**config.mk**
```make
export PLATFORM = sky130hd
export DESIGN_NAME = uart_rx
export DESIGN_NICKNAME = d
export VERILOG_FILES = /design/src/rtl/uart_pkg.sv /design/src/rtl/uart_rx_sampler.sv /design/src/rtl/uart_rx.sv
export SDC_FILE = /design/constraint.sdc
export NUM_CORES = 1
export LEC_CHECK = 0
export CORE_UTILIZATION = 44
export DETAILED_ROUTE_END_ITERATION = 16
export HOLD_SLACK_MARGIN = 0.15
export PLACE_DENSITY = 0.73
export REMOVE_ABC_BUFFERS = 1
export SLEW_MARGIN = 0
export SYNTH_ARGS = -nofsm -noshare
export SYNTH_HDL_FRONTEND = slang
export SYNTH_SLANG_ARGS = --single-unit
```
**constraint.sdc**
```tcl
create_clock -name CLK -period 3 [get_ports CLK]
set_clock_uncertainty 0.1 [all_clocks]
set_input_delay 0.3 -clock CLK [delete_from_list [all_inputs] [get_ports CLK]]
set_output_delay 0.3 -clock CLK [all_outputs]
set_load 0.05 [all_outputs]
```
**src/rtl/uart_pkg.sv**
```systemverilog
// Shared types and constants for the UART receive path.
package uart_pkg;

  typedef enum logic [2:0] {
    ST_IDLE,
    ST_START,
    ST_DATA,
    ST_PARITY,
    ST_STOP
  } rx_state_e;

  localparam logic PAR_EVEN = 1'b0;
  localparam logic PAR_ODD  = 1'b1;

  localparam int unsigned PRESC_8  = 8;
  localparam int unsigned PRESC_16 = 16;
  localparam int unsigned PRESC_32 = 32;

  function automatic logic presc_legal(input int unsigned p);
    return (p == PRESC_8) || (p == PRESC_16) || (p == PRESC_32);
  endfunction

endpackage

```
**src/rtl/uart_rx_sampler.sv**
```systemverilog
// Bit-cell timing for the receiver: edge counter, three mid-cell samples and
// the majority vote, resolved on the last cycle of each cell.
module uart_rx_sampler #(
  parameter int PRESC_WD = 6
) (
  input  logic                CLK,
  input  logic                RST,
  input  logic                run,
  input  logic                start,
  input  logic [PRESC_WD-1:0] presc,
  input  logic                rx_in,
  output logic                bit_val,
  output logic                bit_done
);

  logic [PRESC_WD-1:0] edge_cnt_q, edge_cnt_d;
  logic [2:0]          smp_q, smp_d;
  logic [PRESC_WD-1:0] half;
  logic [PRESC_WD-1:0] last;

  assign half = presc >> 1;
  assign last = presc - PRESC_WD'(1);

  // The start-detect cycle is cell cycle 0, so the count resumes at 1.
  always_comb begin
    edge_cnt_d = '0;
    if (start) begin
      edge_cnt_d = PRESC_WD'(1);
    end else if (run) begin
      edge_cnt_d = (edge_cnt_q == last) ? '0 : edge_cnt_q + PRESC_WD'(1);
    end
  end

  always_comb begin
    smp_d = smp_q;
    if (run) begin
      if (edge_cnt_q == half - PRESC_WD'(1)) smp_d[0] = rx_in;
      if (edge_cnt_q == half)                smp_d[1] = rx_in;
      if (edge_cnt_q == half + PRESC_WD'(1)) smp_d[2] = rx_in;
    end
  end

  always_ff @(posedge CLK or posedge RST) begin
    if (RST) begin
      edge_cnt_q <= '0;
      smp_q      <= '0;
    end else begin
      edge_cnt_q <= edge_cnt_d;
      smp_q      <= smp_d;
    end
  end

  assign bit_val  = (smp_q[0] & smp_q[1]) | (smp_q[0] & smp_q[2]) | (smp_q[1] & smp_q[2]);
  assign bit_done = run && (edge_cnt_q == last);

endmodule

```
**src/rtl/uart_rx.sv**
```systemverilog
// UART receiver: oversampled frame deserialiser with optional parity and
// registered one-cycle result pulses.
module uart_rx #(
  parameter int Data_WD  = 8,
  parameter int PRESC_WD = 6
) (
  input  logic                CLK,
  input  logic                RST,
  input  logic                RX_IN,
  input  logic [PRESC_WD-1:0] prescale,
  input  logic                PAR_EN,
  input  logic                PAR_TYP,
  output logic [Data_WD-1:0]  P_DATA,
  output logic                Data_Valid,
  output logic                par_err,
  output logic                stp_err
);
  import uart_pkg::*;

  // state     | meaning
  // ST_IDLE   | line idle, waiting for a low level
  // ST_START  | start cell; a high majority is a glitch
  // ST_DATA   | Data_WD data cells, LSB first
  // ST_PARITY | parity cell, mismatch recorded
  // ST_STOP   | stop cell, frame outcome decided at cell end

  localparam int CNT_WD = $clog2(Data_WD + 1);

  rx_state_e           state_q, state_d;
  logic [PRESC_WD-1:0] presc_q, presc_d;
  logic                par_en_q, par_en_d;
  logic                par_typ_q, par_typ_d;
  logic [CNT_WD-1:0]   bit_cnt_q, bit_cnt_d;
  logic [Data_WD-1:0]  shift_q, shift_d;
  logic                perr_flag_q, perr_flag_d;
  logic [Data_WD-1:0]  pdata_q, pdata_d;
  logic                dv_q, dv_d;
  logic                perr_q, perr_d;
  logic                serr_q, serr_d;
  logic                frame_start;
  logic                par_exp;
  logic                bit_val;
  logic                bit_done;

  assign frame_start = (state_q == ST_IDLE) && !RX_IN;

  uart_rx_sampler #(.PRESC_WD(PRESC_WD)) u_sampler (
    .CLK      (CLK),
    .RST      (RST),
    .run      (state_q != ST_IDLE),
    .start    (frame_start),
    .presc    (presc_q),
    .rx_in    (RX_IN),
    .bit_val  (bit_val),
    .bit_done (bit_done)
  );

  always_ff @(posedge CLK or posedge RST) begin
    if (RST) state_q <= ST_IDLE;
    else     state_q <= state_d;
  end

  always_comb begin
    state_d = state_q;
    case (state_q)
      ST_IDLE:   if (!RX_IN) state_d = ST_START;
      ST_START:  if (bit_done) state_d = bit_val ? ST_IDLE : ST_DATA;
      ST_DATA:   if (bit_done && bit_cnt_q == CNT_WD'(Data_WD - 1))
                   state_d = par_en_q ? ST_PARITY : ST_STOP;
      ST_PARITY: if (bit_done) state_d = ST_STOP;
      ST_STOP:   if (bit_done) state_d = ST_IDLE;
      default:   state_d = ST_IDLE;
    endcase
  end

  always_comb begin
    presc_d     = presc_q;
    par_en_d    = par_en_q;
    par_typ_d   = par_typ_q;
    bit_cnt_d   = bit_cnt_q;
    shift_d     = shift_q;
    perr_flag_d = perr_flag_q;
    pdata_d     = pdata_q;
    dv_d        = 1'b0;
    perr_d      = 1'b0;
    serr_d      = 1'b0;
    par_exp     = (par_typ_q == PAR_EVEN) ? ^shift_q : ~(^shift_q);
    case (state_q)
      ST_IDLE: begin
        if (frame_start) begin
          presc_d     = prescale;
          par_en_d    = PAR_EN;
          par_typ_d   = PAR_TYP;
          bit_cnt_d   = '0;
          perr_flag_d = 1'b0;
        end
      end
      ST_DATA: begin
        if (bit_done) begin
          shift_d   = {bit_val, shift_q[Data_WD-1:1]};
          bit_cnt_d = bit_cnt_q + CNT_WD'(1);
        end
      end
      ST_PARITY: begin
        if (bit_done && (bit_val != par_exp)) perr_flag_d = 1'b1;
      end
      ST_STOP: begin
        if (bit_done) begin
          serr_d = ~bit_val;
          perr_d = perr_flag_q;
          dv_d   = bit_val & ~perr_flag_q;
          if (bit_val && !perr_flag_q) pdata_d = shift_q;
        end
      end
      default: ;
    endcase
  end

  always_ff @(posedge CLK or posedge RST) begin
    if (RST) begin
      presc_q     <= '0;
      par_en_q    <= 1'b0;
      par_typ_q   <= 1'b0;
      bit_cnt_q   <= '0;
      shift_q     <= '0;
      perr_flag_q <= 1'b0;
      pdata_q     <= '0;
      dv_q        <= 1'b0;
      perr_q      <= 1'b0;
      serr_q      <= 1'b0;
    end else begin
      presc_q     <= presc_d;
      par_en_q    <= par_en_d;
      par_typ_q   <= par_typ_d;
      bit_cnt_q   <= bit_cnt_d;
      shift_q     <= shift_d;
      perr_flag_q <= perr_flag_d;
      pdata_q     <= pdata_d;
      dv_q        <= dv_d;
      perr_q      <= perr_d;
      serr_q      <= serr_d;
    end
  end

  assign P_DATA     = pdata_q;
  assign Data_Valid = dv_q;
  assign par_err    = perr_q;
  assign stp_err    = serr_q;

endmodule

```
Yosys cells after proc, flatten, opt, wreduce, memory -nomap -nowiden. Cells that the tools add are included. Widths: inputs -> output; s select.

Bits in registers: 44. Bits of input ports: 11. Output and inout bits: 11. Word-level logic and storage cells: 92.

$add $sub $neg: 5. Equality and inequality tests: 18. Muxes and demuxes: 24. Bitwise operators: 9. Reductions and logical operators: 21.

Operator list (number): $eq 6x6->1 (3); $mux 3 (6); $mux 6 (3); $ne 2x2->1 const B (8); $pmux 3 s5 (1); $reduce_and 2->1 (5); $mux 1 (9); $reduce_and 3->1 (3); $mux 4 (2); $pmux 4 s2 (1); $reduce_xor 8->1 (1); $add 5x1->6 const B (1); $add 6x1->6 const B (1); $eq 3x2->1 const B (2); $eq 6x5->1 (1); $sub 5x1->6 const B (1); $sub 6x1->6 const B (1); $logic_and 1x1->1 (5); $reduce_and 5->1 (1); $add 4x1->4 const B (1); $and 1x1->1 (4); $eq 4x3->1 const B (1); $reduce_bool 2->1 (2); $eq 3x1->1 const B (1); other kinds (9) (13).

Logic depth before layout (Yosys ltp). Gate-level depths: netlist of run 1.

Depth in word-level cells: 7. Mapped depth: 9. Mapped depth without buffers: 7.

By module. From an unflattened synthesis of run 1, not the netlist that was laid out.

Cell total of the unflattened synthesis: 216. Area total of the unflattened synthesis: 2509.9 sq um.

By module, submodules not included: uart_rx (times used 1, cells each 117, area each 1594.0 sq um, sequential area each 875.8 sq um); uart_rx_sampler (times used 1, cells each 99, area each 915.9 sq um, sequential area each 225.2 sq um).

Least setup slack after synthesis of run 1. OpenSTA, ideal clock, no wires.

Path type: reg-to-reg. Start point: reg presc_q[2]. End point: reg pdata_q[0] (netlist: P_DATA[0]). Setup time: 0.125 ns. Data arrival time: 2.047 ns. Required time: 2.775 ns. Path slack: 0.728 ns. Stages on the path, launching flop included: 10. Buffers on the path: 2. Clock period less this slack: 2.272 ns. Path through: dfrtp_1 -> clkbuf_2 -> inv_1 -> ha_1 -> nor3b_2 -> and3_1 -> o211a_1 -> and4_4 -> buf_6 -> mux2_4.

Word-level cells in the longest chain between the ends: 4.

Ends and longest elaborated chain: start, declared (line uart_rx.sv:30) `logic [PRESC_WD-1:0] presc_q, presc_d;`; start signal, assigned (line uart_rx.sv:132) `presc_q <= presc_d;`; $sub 6x1->6 (line uart_rx_sampler.sv:22) `assign last = presc - PRESC_WD'(1);`; $eq 6x6->1 (line uart_rx_sampler.sv:54) `assign bit_done = run && (edge_cnt_q == last);`; $logic_and 1x1->1 (line uart_rx_sampler.sv:54); $reduce_and 3->1 (no source line); end signal, assigned (line uart_rx.sv:138) `pdata_q <= pdata_d;`; end, declared (line uart_rx.sv:36) `logic [Data_WD-1:0] pdata_q, pdata_d;`.

No other way between the ends. A chain may end at the register's enable or synchronous reset.

Final worst setup path of run 1.
Start point: reg presc_q[2]. End point: reg pdata_q[4] (netlist: P_DATA[4]).

The elaborated chain is that of the path after synthesis.

==> metrics, run 1 <==
Pre-Repair DR Iteration Count 4; fin crit share 0.828; Critical Path AT 2.58 ns; crit start category flip-flop; number of nets in the layout between 200 and 300; Setup TNS Final 0 ns; Vias per Instance around 5.3; Worst-path clk slew around 0.090 ns; num rows 27; Max Slew Vio Count 0; status finished, final reports clean; Max-Cap Viols 0; P_int 1.52 mW; Fin Hold WS just under 0.3 ns; ys flop type dfrtp_1; Post-CTS Resized 0; yosys warns 0; total setup buffers inserted after CTS 0; share of cells above drive strength 1 0.167; Root Driver clkbuf_8; ys async rst share 1.00; number of synthesized flops with an enable pin 0; Num CTS Buffers 5; hold_buf cts 0; final hold vios 0; GRT Total Usage 0.177; CTS max path bufs 2; H-tree Lvls 2; unrepaired setup endpoints after global routing no; Leakage Power 1.27 nW; FMAX 402 MHz; area share of the largest cell type after synthesis 0.435; critical setup path kind flip-flop to flip-flop; critical path required time just over 3 ns; Sw Ratio 0.413; Congestion Overflow GR 0; antenna cells 0; part of the power in combinational logic 0.439; die footprint 6070 sq um; number of global-route vias before repair about 1,700; Total Wirelength roughly 4.8 mm; Core ar. 5540 sq um; Clk network pwr share 0.180; sequential share of the synthesized area 0.435; Yosys top cell by area dfrtp_1; GPL Wtd Cong around 0.86; Post-Syn Area per Cell around 11 sq um; Initial DRC Count between 100 and 150; final number of setup-violating endpoints 0; DPL Wire Length 3.52 mm; Cell Area, Synth 2530 sq um; DR DRC count 0; post-synth cell types 56; I/O pin count 22; CTS tree built; die width between 70 and 80 microns; PwrDens ~890 nW/um^2; crit path capture type flip-flop; ANT nets after route 0; Hold Crit Class primary input to asynchronous set/reset pin; P_sw around 1.1 mW; Vias between 1,500 and 2,000; # fillers slightly above 500; Post-Syn Instances 230; Max-slew headroom 0.363; largest net degree at the start of global routing 28; Seq pwr share 0.381; most frequent cells in the layout dfrtp_1, nand2_1, clkdlybuf4s50_1; WL per Instance between 10 and 15 microns; Final Util 0.523; first-pass GRT wire length approximately 8.4 mm; initial core utilization 0.457; flops & latches, synth between 40 and 50; Die Y-Extent ~78 microns; initial antenna violation count 0; crit path time final roughly 2.5 ns; crit path max fanout 10; Max VDD drop between 0.6 and 0.7 mV; Worst-Skew Late Latency about 0.30 ns; port bufs 21; Least-Margin Pin Slew 0.949 ns; Area Overhead vs Synth 14.3%; ranking of synthesized cells by area dfrtp_1, mux2_4, xnor2_1, xor2_1, nand2_1; commonest non-fill, non-tap cell in the layout dfrtp_1; CTS sink cnt 44
power groups by stage:
stage	Combinational (mW)	Sequential [mW]	Clock [mW]
after floorplan	0.913	0.928	0
after global placement	1.11	0.991	0
after detailed placement	1.13	0.997	0
after CTS	1.14	0.984	0.479
after global routing	1.28	1.02	0.497
final	1.14	0.985	0.466
worst max-delay path, cell delays in order (launching register included):
cell	delay (ns)
dfrtp_1	0.53
inv_1	0.13
ha_1	0.23
nor3b_2	0.18
a21oi_1	0.30
o211a_1	0.26
and4_4	0.33
mux2_4	0.32
area by class of cell:
| cell class | instances | area (sq um) | share of cell area |
|---|---|---|---|
| Tap cell | 72 | 90.1 | 0.0311 |
| Sequential cell | 44 | 1100 | 0.380 |
| Timing Repair Buffer | 25 | 240 | 0.0830 |
| Inverter | 6 | 22.5 | 0.00778 |
| Clock buffer | 5 | 68.8 | 0.0238 |
| Multi-Input combinational cell | 168 | 1330 | 0.458 |
| Clock inverter | 3 | 46.3 | 0.0160 |
per-stage QoR:
step | instances | setup WS, ns | total power [mW] | cell area (sq um)
after floorplan | 218 | 0.694 | 1.84 | 2450
after global placement | 315 | 0.626 | 2.10 | 2780
after detailed placement | 315 | 0.547 | 2.12 | 2780
after CTS | 323 | 0.517 | 2.61 | 2900
after global routing | 323 | 0.333 | 2.80 | 2900
final | 323 | 0.515 | 2.59 | 2900
cell usage after synthesis (3+ instances only):
library cell,number
mux2_4,15
nor3_1,8
xor2_1,12
o31ai_1,3
o21ai_0,4
buf_2,3
nor2_1,13
nand2b_1,4
dfrtp_1,44
xnor2_1,17
nor3b_1,3
clkbuf_1,3
buf_6,4
nand2_1,26
mux2_2,3
inv_1,6
nand3_1,11
ha_1,6
metal layers:
metal | track usage | wire length, microns | part of all wire
met3 | 0.0318 | 181 | 0.038
met5 | 0 | 0 | 0
met4 | 0.0453 | 49 | 0.010
met1 | 0.244 | 2210 | 0.46
met2 | 0.286 | 2340 | 0.49
logic make-up after synthesis:
| logic type | after synthesis | synth area share |
|---|---|---|
| AO/OA/AOI/OAI | 27 | 0.0849 |
| AND/OR/NAND/NOR | 83 | 0.181 |
| buffers and inverters | 18 | 0.0420 |
| multiplexers | 21 | 0.115 |
| flip-flops | 44 | 0.435 |
| adder cells (fa/ha/maj) | 7 | 0.0336 |
| XOR/XNOR | 30 | 0.109 |
worst paths after layout:
kind	start	end	slack [ns]	cells past startpoint
setup / recovery	presc_q[2]$_DFFE_PP0P_	P_DATA[4]$_DFFE_PP0P_	0.52	7
hold / removal	RST	Data_Valid$_DFF_PP0_	0.30	2
setup reg to reg	presc_q[2]$_DFFE_PP0P_	P_DATA[4]$_DFFE_PP0P_	0.52	7
hold reg to reg	perr_flag_q$_DFFE_PP0P_	Data_Valid$_DFF_PP0_	0.40	1
max in group asynchronous	RST	u_sampler.edge_cnt_q[5]$_DFF_PP0_	1.88	3
min in group CLK	perr_flag_q$_DFFE_PP0P_	Data_Valid$_DFF_PP0_	0.40	1
flip-flops by register name, indices dropped and copies added (netlist names):
signal	flops
par_en_q	1
Data_Valid	1
par_err	1
bit_cnt_q	4
u_sampler.edge_cnt_q	6
state_q	3
shift_q	8
presc_q	6
u_sampler.smp_q	3
stp_err	1
par_typ_q	1
perr_flag_q	1
P_DATA	8
Power figures use the tool's default switching activity.
==> inputs of run 2 (changes only) <==
PLACE_DENSITY = 0.76   (was 0.73)
clock period = 2.28 ns   (was 3 ns; I/O delays follow)
==> metrics, run 2 (same netlist as run 1, synthesis figures left out) <==
Total Wirelength 5.04 mm (was 4.77 mm); Storage cell area 1100 sq um (unchanged); die footprint 6070 sq um (unchanged); CP max stage delay 0.40 ns (was 0.53 ns); Max-slew headroom 0.640 (was 0.363); FMAX 455 MHz (was 402 MHz); critical path required time 2.37 ns (was 3.09 ns); Worst-Skew Late Latency 0.30 ns (about the same); first-pass GRT wire length 8.65 mm (was 8.40 mm); number of global-route vias before repair 1,768 (was 1,744); Vias 1,800 (was 1,712); Critical Path AT 2.29 ns (was 2.58 ns); status finished, final reports clean (unchanged); dpl cell area 2870 sq um (was 2780 sq um); Reg2Reg Depth 7 (unchanged); Area Overhead vs Synth 19.5% (was 14.3%); GR Util met1 0.241 (was 0.244); PwrDens 1220 nW/um^2 (was 893 nW/um^2); Leakage Power 1.33 nW (was 1.27 nW); num rows 27 (unchanged); crit path time final 2.20 ns (was 2.48 ns); worst-path cell chain inv_2, ha_2, nor3b_4, and3_4, o211a_4, and4_4, mux2_4 (was inv_1, ha_1, nor3b_2, a21oi_1, o211a_1, and4_4, mux2_4); most frequent cells in the layout dfrtp_1, nand2_1, clkdlybuf4s50_1 (unchanged); Hold Crit Class primary input to asynchronous set/reset pin (unchanged); Setup TNS Final 0 ns (unchanged); unrepaired setup endpoints after global routing yes (was no); final hold vios 0 (unchanged); Worst-path clk slew 0.09 ns (about the same); crit path capture type flip-flop (unchanged); crit start category flip-flop (unchanged); area of the multi-input gates 1360 sq um (was 1330 sq um); CTS max path bufs 2 (unchanged); crit path max fanout 8 (was 10); Core ar. 5540 sq um (unchanged); WL per Instance 15.0 microns (was 14.8 microns); Vias per Instance 5.36 (was 5.30); Least-Margin Pin Slew 0.540 ns (was 0.949 ns); Num CTS Buffers 5 (unchanged); GRT Total Usage 0.185 (was 0.177); Die Y-Extent 77.9 microns (unchanged); ANT nets after route 0 (unchanged); number of nets in the layout 280 (was 267); Max-Cap Viols 0 (unchanged); CTS sink cnt 44 (unchanged); critical setup path kind flip-flop to flip-flop (unchanged); DR DRC count 0 (unchanged); initial core utilization 0.457 (unchanged); Post-Layout Cell Count 336 (was 323); final number of setup-violating endpoints 0 (unchanged); Max Slew Vio Count 0 (unchanged); commonest non-fill, non-tap cell in the layout dfrtp_1 (unchanged); DPL Wire Length 3.76 mm (was 3.52 mm); Congestion Overflow GR 0 (unchanged); grt met2 use 0.307 (was 0.286); setup ws final 0.0831 ns (was 0.515 ns); GRT Max-Usage Layer met2 (unchanged); H-tree Lvls 2 (unchanged); Max VDD drop 0.755 mV (was 0.617 mV); Root Driver clkbuf_8 (unchanged); CTS tree built (unchanged); initial antenna violation count 0 (unchanged); port bufs 21 (unchanged); Final Util 0.546 (was 0.523); Initial DRC Count 228 (was 141); GPL Wtd Cong 0.849 (was 0.863); fin crit share 0.964 (was 0.828); Layout Cell Area excl Fill 3030 sq um (was 2900 sq um); GRT met3 Usage 0.0376 (was 0.0318); largest net degree at the start of global routing 45 (was 28); slowest CP cell dfrtp_1 (unchanged); share of cells above drive strength 1 0.239 (was 0.167); pre-CTS WS -0.00459 ns (was 0.547 ns); I/O pin count 22 (unchanged); die width 77.9 microns (unchanged); Pre-Repair DR Iteration Count 4 (unchanged); antenna cells 0 (unchanged); dpl cells 327 (was 315); # fillers 499 (was 508)
run 2: cell types whose count changed in the layout (fill, tap and decap cells not counted), sizes merged:
cell  before  now
buf        4   17
run 2: metrics by stage:
| step | hold WS (ns) | total power, mW |
|---|---|---|
| global route | 0.336 | 3.97 |
| CTS | 0.291 | 3.65 |
| finish | 0.263 | 3.69 |
| detailed placement | 0.386 | 3.00 |
| global placement | 0.379 | 2.93 |
| floorplan | 0.233 | 2.42 |
run 2: critical path: cells and delay by family (launching register included):
| family | cells | cell delay (ns) |
|---|---|---|
| simple gates | 3 | 0.81 |
| flops | 1 | 0.40 |
| mux | 1 | 0.32 |
| fa+ha+maj | 1 | 0.19 |
| compound gates | 1 | 0.17 |
| buf+inv | 1 | 0.09 |
run 2: timing repair:
item                       in CTS  in global routing
buffers inserted                0                  1
setup endpoints to repair       8                 30
hold buffers                    0                  0
pin swaps                       0                  1
resized for setup               4                  6
run 2: where the power goes:
part / switching [mW] / total, mW / internal (mW)
Combinational: 0.956 / 1.84 / 0.889
Sequential: 0.272 / 1.24 / 0.964
Clock: 0.283 / 0.613 / 0.330
run 2: worst paths after layout:
check | start | end | slack [ns]
worst max-delay path | presc_q[1]$_DFFE_PP0P_ | P_DATA[2]$_DFFE_PP0P_ | 0.08
worst min-delay path | RST | shift_q[1]$_DFFE_PP0P_ | 0.26
worst max register to register | presc_q[1]$_DFFE_PP0P_ | P_DATA[2]$_DFFE_PP0P_ | 0.08
worst min register to register | par_typ_q$_DFFE_PP0P_ | par_typ_q$_DFFE_PP0P_ | 0.40
max in group asynchronous | RST | u_sampler.edge_cnt_q[2]$_DFF_PP0_ | 1.44
min in group CLK | prescale[5] | presc_q[5]$_DFFE_PP0P_ | 0.35
run 2: metal layers:
metal | up-vias | routed length [microns]
li1 | 871 | -
met1 | 891 | 2290
met2 | 34 | 2570
met3 | 4 | 133
met4 | 0 | 41
met5 | - | 0
run 2: cell type report:
cell class,count,area share
clock inverter,3,0.0153
inverter,6,0.00744
multi-input combinational,168,0.449
timing repair buffer,38,0.112
sequential,44,0.364
tap,72,0.0298
clock buffer,5,0.0227
==> inputs of run 3 (changes only) <==
clock period = 2 ns   (was 2.28 ns; I/O delays follow)
==> metrics, run 3 (same netlist as run 1, synthesis figures left out) <==
status complete, but fails checks (was finished, final reports clean); failing checks setup timing; WL per Instance 16.7 microns (was 15.0 microns); number of nets in the layout 309 (was 280); Initial DRC Count 117 (was 228); Critical Path Stages 7 (unchanged); Critical Path AT 2.28 ns (was 2.29 ns); first-pass GRT wire length 9.89 mm (was 8.65 mm); Worst-Skew Late Latency 0.30 ns (about the same); Least-Margin Pin Slew 0.609 ns (was 0.540 ns); H-tree Lvls 2 (unchanged); crit path time final 2.19 ns (was 2.20 ns); I/O pin count 22 (unchanged); Num CTS Buffers 5 (unchanged); fin crit share 1.10 (was 0.964); CTS tree built (unchanged); Pre-Repair DR Iteration Count 4 (unchanged); unrepaired setup endpoints after global routing yes (unchanged); port bufs 21 (unchanged); Root Driver clkbuf_8 (unchanged); commonest non-fill, non-tap cell in the layout dfrtp_1 (unchanged); Core ar. 5540 sq um (unchanged); Fin Hold WS 0.323 ns (was 0.263 ns); setup ws final -0.194 ns (was 0.0831 ns); Reg2Reg Depth 7 (unchanged); r2r endpoint P_DATA[2]$_DFFE_PP0P_ (unchanged); DPL Wire Length 4.21 mm (was 3.76 mm); most frequent cells in the layout dfrtp_1, buf_4, nand2_1 (was dfrtp_1, nand2_1, clkdlybuf4s50_1); Leakage Power 1.53 nW (was 1.33 nW); Vias 1,993 (was 1,800); CTS sink cnt 44 (unchanged); Hold Crit Class primary input to flip-flop (was primary input to asynchronous set/reset pin); CP Capture Point P_DATA[2]$_DFFE_PP0P_ (unchanged); slowest CP cell dfrtp_1 (unchanged); critical setup path kind flip-flop to flip-flop (unchanged); Total Wirelength 6.10 mm (was 5.04 mm); PwrDens 1450 nW/um^2 (was 1220 nW/um^2); final hold vios 0 (unchanged); GPL Wtd Cong 0.917 (was 0.849); WP buf/inv 1 (unchanged); FF-to-FF Start presc_q[1]$_DFFE_PP0P_ (unchanged); Max-Cap Viols 0 (unchanged); Critical path origin presc_q[1]$_DFFE_PP0P_ (unchanged); num rows 27 (unchanged); Max VDD drop 1.04 mV (was 0.755 mV); crit path capture type flip-flop (unchanged); Congestion Overflow GR 0 (unchanged); cell family with most CP delay simple AND/OR/NAND/NOR gates (unchanged); FMAX 456 MHz (was 455 MHz); CP max stage delay 0.40 ns (about the same); GRT Total Usage 0.212 (was 0.185); CTS max path bufs 2 (unchanged); initial core utilization 0.457 (unchanged); initial antenna violation count 0 (unchanged); final number of setup-violating endpoints 34 (was 0); dpl cell area 3030 sq um (was 2870 sq um); Area Overhead vs Synth 32.9% (was 19.5%); die footprint 6070 sq um (unchanged); DR DRC count 0 (unchanged); ANT nets after route 0 (unchanged); Max Slew Vio Count 0 (unchanged); critical path required time 2.09 ns (was 2.37 ns); Die Y-Extent 77.9 microns (unchanged); number of global-route vias before repair 2,019 (was 1,768); Layout Cell Area excl Fill 3370 sq um (was 3030 sq um); Max-slew headroom 0.592 (was 0.640); # fillers 435 (was 499); largest net degree at the start of global routing 18 (was 45); die width 77.9 microns (unchanged); share of cells above drive strength 1 0.345 (was 0.239); Vias per Instance 5.46 (was 5.36); Worst-path clk slew 0.09 ns (about the same); antenna cells 0 (unchanged); crit path max fanout 8 (unchanged); R2R Setup Slk -0.19 ns (was 0.08 ns); crit start category flip-flop (unchanged); worst-path cell chain inv_2, ha_4, nor3b_4, and3_4, o211a_1, and4_4, mux2_4 (was inv_2, ha_2, nor3b_4, and3_4, o211a_4, and4_4, mux2_4)
==> run 3: worst min-delay path by stage <==
stage | from | endpoint | slack (ns) | cells after the start
6_report | prescale[5] | presc_q[5]$_DFFE_PP0P_ | 0.32 | 3
5_1_grt | prescale[5] | presc_q[5]$_DFFE_PP0P_ | 0.34 | 3
3_3_place_gp | perr_flag_q$_DFFE_PP0P_ | Data_Valid$_DFF_PP0_ | 0.37 | 1
3_5_place_dp | u_sampler.smp_q[0]$_DFFE_PP0P_ | u_sampler.smp_q[0]$_DFFE_PP0P_ | 0.38 | 1
4_1_cts | prescale[5] | presc_q[5]$_DFFE_PP0P_ | 0.32 | 3
2_1_floorplan | PAR_EN | par_en_q$_DFFE_PP0P_ | 0.21 | 2
==> run 3: worst reg2reg max path, cell delays in order, from the launching register on <==
cell and delay, ns:
dfrtp_1 0.40, inv_2 0.11, ha_4 0.16, nor3b_4 0.24, and3_4 0.24, o211a_1 0.17, and4_4 0.34, mux2_4 0.33
==> run 3: cell type report <==
| cell class | count | area [sq um] | area share |
|---|---|---|---|
| clock inverters | 3 | 23.8 | 0.00706 |
| inverters | 6 | 22.5 | 0.00669 |
| well taps | 72 | 90.1 | 0.0267 |
| clock buffers | 5 | 68.8 | 0.0204 |
| repair buffers | 66 | 569 | 0.169 |
| multi-input cells | 169 | 1490 | 0.443 |
| flip-flops and latches | 44 | 1100 | 0.327 |
==> run 3: metrics by stage <==
| step | worst slack (ns) | utilization | total power, mW | setup TNS (ns) | cells |
|---|---|---|---|---|---|
| after floorplan | -0.306 | - | 2.76 | -5.56 | 218 |
| after global placement | -0.162 | 0.547 | 3.62 | -3.05 | 348 |
| after detailed placement | -0.267 | 0.547 | 3.72 | -5.96 | 348 |
| after CTS | -0.145 | 0.594 | 4.63 | -2.99 | 363 |
| after global routing | -0.243 | 0.608 | 5.17 | -6.74 | 365 |
| final | -0.194 | 0.608 | 4.88 | -4.50 | 365 |
==> run 3: metal layers <==
layer,global-route usage,routed length (microns),share of wire,up-vias
met1,0.262,2620,0.43,981
met5,0,0,0,-
met2,0.367,3090,0.51,64
li1,-,-,-,933
met4,0.0774,141,0.023,0
met3,0.0376,248,0.041,15
==> run 3: timing repair <==
action	4_1_cts	5_1_grt
gates cloned	2	0
hold buffers	1	0
gates resized for setup	22	16
pin swaps	8	9
endpoints found under the hold margin	15	0
setup buffers	4	2
setup endpoints to repair	33	35
==> run 3: power by group <==
group	internal (mW)	switching, mW	total (mW)
logic	1.46	1.52	2.98
registers	1.10	0.217	1.32
clock network	0.248	0.324	0.571
